File: config.mk
export PLATFORM = sky130hd
export DESIGN_NAME = spm_seq_io
export DESIGN_NICKNAME = d
export VERILOG_FILES = /design/src/rtl/spm_seq_io.sv
export SDC_FILE = /design/constraint.sdc
export NUM_CORES = 1
export LEC_CHECK = 0
export CORE_ASPECT_RATIO = 0.8
export CORE_MARGIN = 2
export CORE_UTILIZATION = 30
export DETAILED_ROUTE_END_ITERATION = 10
export PLACE_DENSITY = 0.53
export SYNTH_ARGS = -nofsm -noshare
export SYNTH_HDL_FRONTEND = slang
export SYNTH_SLANG_ARGS = --single-unit
File: constraint.sdc
create_clock -name clk -period 2.85 [get_ports clk]
set_clock_uncertainty 0.05 [all_clocks]
set_input_delay 0.57 -clock clk [delete_from_list [all_inputs] [get_ports clk]]
set_output_delay 0.57 -clock clk [all_outputs]
set_load 0.005 [all_outputs]
File: src/rtl/spm_seq_io.sv
// Operand sequencer and product collector for the serial-parallel multiplier array:
// loads x/y, streams sign-extended y LSB-first, and deserializes the serial product.
module spm_seq_io #(
    parameter int unsigned WIDTH = 32,
    parameter int unsigned P_LAT = 1
) (
    input  logic                 clk,
    input  logic                 rst,
    input  logic                 in_valid,
    output logic                 in_ready,
    input  logic [WIDTH-1:0]     in_x,
    input  logic [WIDTH-1:0]     in_y,
    output logic [WIDTH-1:0]     spm_x,
    output logic                 spm_y,
    output logic                 spm_clr,
    input  logic                 spm_p,
    output logic                 out_valid,
    input  logic                 out_ready,
    output logic [2*WIDTH-1:0]   out_prod,
    output logic                 busy
);
    localparam int unsigned PW      = 2 * WIDTH;
    localparam int unsigned RUN_LEN = PW + P_LAT;
    localparam int unsigned CW      = $clog2(RUN_LEN + 1);

    localparam logic [CW-1:0] LAST_C  = CW'(RUN_LEN - 1);
    localparam logic [CW-1:0] LAST_Y  = CW'(PW - 1);
    localparam logic [CW-1:0] FIRST_P = CW'(P_LAT);

    typedef enum logic [1:0] {IDLE, CLEAR, RUN, DONE} state_t;

    state_t           state;
    logic [CW-1:0]    cnt;
    logic [WIDTH-1:0] y_sr;

    // Acceptance depends only on the registered state.
    assign in_ready = (state == IDLE);

    always_ff @(posedge clk or negedge rst) begin
        if (!rst) begin
            state     <= IDLE;
            cnt       <= '0;
            y_sr      <= '0;
            spm_x     <= '0;
            spm_y     <= 1'b0;
            spm_clr   <= 1'b0;
            out_valid <= 1'b0;
            out_prod  <= '0;
            busy      <= 1'b0;
        end else begin
            spm_clr <= 1'b0;
            case (state)
                IDLE: begin
                    if (in_valid) begin
                        spm_x   <= in_x;
                        y_sr    <= in_y;
                        cnt     <= '0;
                        spm_y   <= 1'b0;
                        spm_clr <= 1'b1;
                        busy    <= 1'b1;
                        state   <= CLEAR;
                    end
                end
                CLEAR: begin
                    cnt   <= '0;
                    spm_y <= y_sr[0];
                    y_sr  <= WIDTH'($signed(y_sr) >>> 1);
                    state <= RUN;
                end
                RUN: begin
                    // Arithmetic shift keeps presenting the sign bit once y is exhausted.
                    if (cnt >= FIRST_P) begin
                        out_prod <= {spm_p, out_prod[PW-1:1]};
                    end
                    spm_y <= (cnt < LAST_Y) ? y_sr[0] : 1'b0;
                    y_sr  <= WIDTH'($signed(y_sr) >>> 1);
                    cnt   <= cnt + CW'(1);
                    if (cnt == LAST_C) begin
                        out_valid <= 1'b1;
                        state     <= DONE;
                    end
                end
                DONE: begin
                    if (out_ready) begin
                        out_valid <= 1'b0;
                        busy      <= 1'b0;
                        state     <= IDLE;
                    end
                end
                default: state <= IDLE;
            endcase
        end
    end
endmodule

==> impl_metrics.env <==
export IMPL_cts_sinks=141
export IMPL_critical_path_startpoint_type="flip-flop"
export IMPL_drtIter0Drc=203
export IMPL_synthDominantAreaCellType="dfrtp_1"
export IMPL_layout_area_seq_um2=3530
export IMPL_detail_route_first_pass_iterations=4
export IMPL_cts_setup_buffers=0
export IMPL_synth_net_count=500
export IMPL_viasPerCell=4.43
export IMPL_fin_setup_tns_ps=0
export IMPL_worstHoldPathType="in2async"
export IMPL_crit_path_max_fanout=5
export IMPL_grt_setup_unrepaired="no"
export IMPL_track_usage=0.134
export IMPL_dr_total_vias=3869
export IMPL_grt_max_degree=65
export IMPL_post_drt_antenna_nets=0
export IMPL_ys_types=32
export IMPL_ios=170
export IMPL_postSynth_asyncResetShare=1.00
export IMPL_die_area_um2=21000
export IMPL_synth_top_area_share=0.591
export IMPL_worst_slew_pin_transition_ps=570
export IMPL_final_cell_area_um2=8600
export IMPL_die_y_um=130
export IMPL_outcome="completed"
export IMPL_nets=674
export IMPL_cts_hold_buffers_added=0
export IMPL_initial_core_utilization=0.303
export IMPL_clockBufferDepth=2
export IMPL_nFillCells=1824
export IMPL_cts_clk_slew_worst_paths_ps=60
export IMPL_synth_xor_area_share=0
export IMPL_worstPathCellList="inv_1 > ha_2 > clkdlybuf4s50_1"
export IMPL_cts_buffers=17
export IMPL_coreArea_um2=19700
export IMPL_slew_violations=0
export IMPL_yosys_cell_count_top_type="dfrtp_1"
export IMPL_timing_critical_path_required_ps=2230
export IMPL_routed_wl_um=13200
export IMPL_htreeDepth=4
export IMPL_grt_pass1_wl_um=22100
export IMPL_initial_antenna_violation_count=0
export IMPL_max_vdd_ir_drop_uv=494
export IMPL_synth_cells_most_frequent="141 x dfrtp_1, 58 x mux2_2, 42 x o21ai_0"
export IMPL_critPathBufInv=2
export IMPL_static_leakage_power_nw=3.91
export IMPL_fmax_mhz=430
export IMPL_synth_top_family_by_area="multiplexers"
export IMPL_synth_simple_gate_area_share=0.0482
export IMPL_post_synth_inst_count=423
export IMPL_clock_latency_late_sink_ps=420
export IMPL_power_per_cell_area_nw_per_um2=1010
export IMPL_cts_tree="yes"
export IMPL_ctsRootBufferMaster="clkbuf_16"
export IMPL_wl_per_cell_um=15.1
export IMPL_finalSetupViolCount=0
export IMPL_synthMuxAreaShare=0.262
export IMPL_fp_row_count=46
export IMPL_antenna_cells=0
export IMPL_synth_edff_count=0
export IMPL_dpl_instance_area_um2=7970
export IMPL_timing_critical_path_slowest_stage_cell="clkdlybuf4s50_1"
export IMPL_io_buffer_count=169
export IMPL_layout_drive_gt1_share=0.241
export IMPL_maxCapViolations=0
export IMPL_die_w_um=162
export IMPL_synth_sequential_area_ratio=0.591
export IMPL_gp_congestion=0.773
export IMPL_finalWorstPathRequiredPeriod_ps=2330
export IMPL_synth_avg_cell_area_um2=14.1
export IMPL_synthTopCellsByArea="dfrtp_1 59%, mux2_2 11%, mux2_4 10%"
export IMPL_areaGrowthSynthToFinish_pct=44.2
export IMPL_crit_arrival_ps=1710
export IMPL_multiInputGateArea_um2=2280
export IMPL_synth_compound_area_frac=0.0522
export IMPL_final_min_period_over_clock_period=0.816
export IMPL_yosys_warnings=0
export IMPL_final_hold_violation_count=0
export IMPL_synth_adder_area_share=0.0168
export IMPL_syn_area_um2=5970
export IMPL_timing_critical_path_max_delay_family="buffers and inverters"
export IMPL_crit_path_end_kind="output port"
export IMPL_slew_headroom=0.620
export IMPL_global_route_overflow_total=0
export IMPL_crit_type="reg2out"
export IMPL_cts_resized=0
export IMPL_detailedPlacementHpwl_um=9230
export IMPL_max_stage_delay_ps=530
export IMPL_first_global_vias=4135
export IMPL_postSynth_topFlopCell="dfrtp_1"
export IMPL_drc_errors=0
export IMPL_synth_ff_latch_count=141
==> power by group <==
part,internal [W],switching (W)
registers,0.00260,0.000352
clock network,0.00152,0.000886
logic,0.00183,0.00150
total,0.00595,0.00273
==> layout make-up <==
class	count	area share
Clock inverter	13	0.0215
Timing Repair Buffer	177	0.210
Multi-Input combinational cell	253	0.265
Inverter	7	0.00305
Clock buffer	19	0.0526
Tap cell	264	0.0384
Sequential cell	141	0.410
==> metrics by stage <==
step | setup WS (ps) | hold slack (ps) | utilization | cells | total power, W
after floorplan | 739 | 224 | - | 423 | 0.00507
after global placement | 647 | 411 | 0.405 | 842 | 0.00628
after detailed placement | 603 | 420 | 0.405 | 842 | 0.00636
after CTS | 485 | 73.8 | 0.437 | 874 | 0.00883
after global routing | 433 | 96.8 | 0.437 | 874 | 0.00932
final | 525 | 53.6 | 0.437 | 874 | 0.00869
==> layer usage <==
metal | global-route usage | vias to the layer above | part of all wire
li1 | - | 1838 | -
met1 | 0.170 | 1900 | 0.45
met2 | 0.209 | 114 | 0.46
met3 | 0.0505 | 17 | 0.072
met4 | 0.0531 | 0 | 0.013
met5 | 0 | - | 0
==> kinds of logic (layout without fill, tap and decap cells) <==
family | count (synthesis) | in the layout
AO/OA/AOI/OAI | 54 | 54
adder cells (fa/ha/maj) | 8 | 8
buffers and inverters | 29 | 216
flip-flops | 141 | 141
multiplexers | 129 | 129
AND/OR/NAND/NOR | 62 | 62
==> path summary, 6_finish.rpt <==
check | to | cells after the start | slack [ps] | start
setup / recovery | in_ready | 3 | 520 | state[1]
hold / removal | y_sr[14] | 1 | 50 | rst
setup reg to reg | out_prod[54] | 6 | 590 | cnt[1]
hold reg to reg | y_sr[1] | 2 | 430 | y_sr[1]
max in group asynchronous | cnt[2] | 2 | 1970 | rst
min in group clk | y_sr[1] | 2 | 430 | y_sr[1]
==> flip-flops by register name (all words and copies together) (netlist names) <==
name and cells:
busy 1, spm_y 1, state 2, spm_clr 1, cnt 7, out_valid 1
y_sr 32, out_prod 64, spm_x 32
==> placed cells by master, fill, tap and decap left out, types with 2 or more instances in the layout <==
cell / count
mux2i_1: 31
inv_6: 3
nand2_1: 38
buf_4: 4
clkdlybuf4s50_1: 168
clkbuf_16: 17
clkinv_2: 3
nor2_1: 5
mux2_2: 58
clkbuf_8: 2
o21ai_0: 42
ha_1: 7
or3_1: 2
inv_1: 7
nand3_1: 6
mux2_4: 40
clkinvlp_4: 2
o31ai_1: 3
bufinv_16: 4
dfrtp_1: 141
a31oi_1: 2
buf_12: 4
nor2b_1: 3
==> worst reg2reg max path, stage by stage, from the launching register on <==
cell and delay [ps]:
dfrtp_1 400, inv_1 100, ha_1 170, or4_1 450, o21ai_4 170, buf_12 370, mux2_2 430
Note: power is estimated with default switching activity, not from simulation.
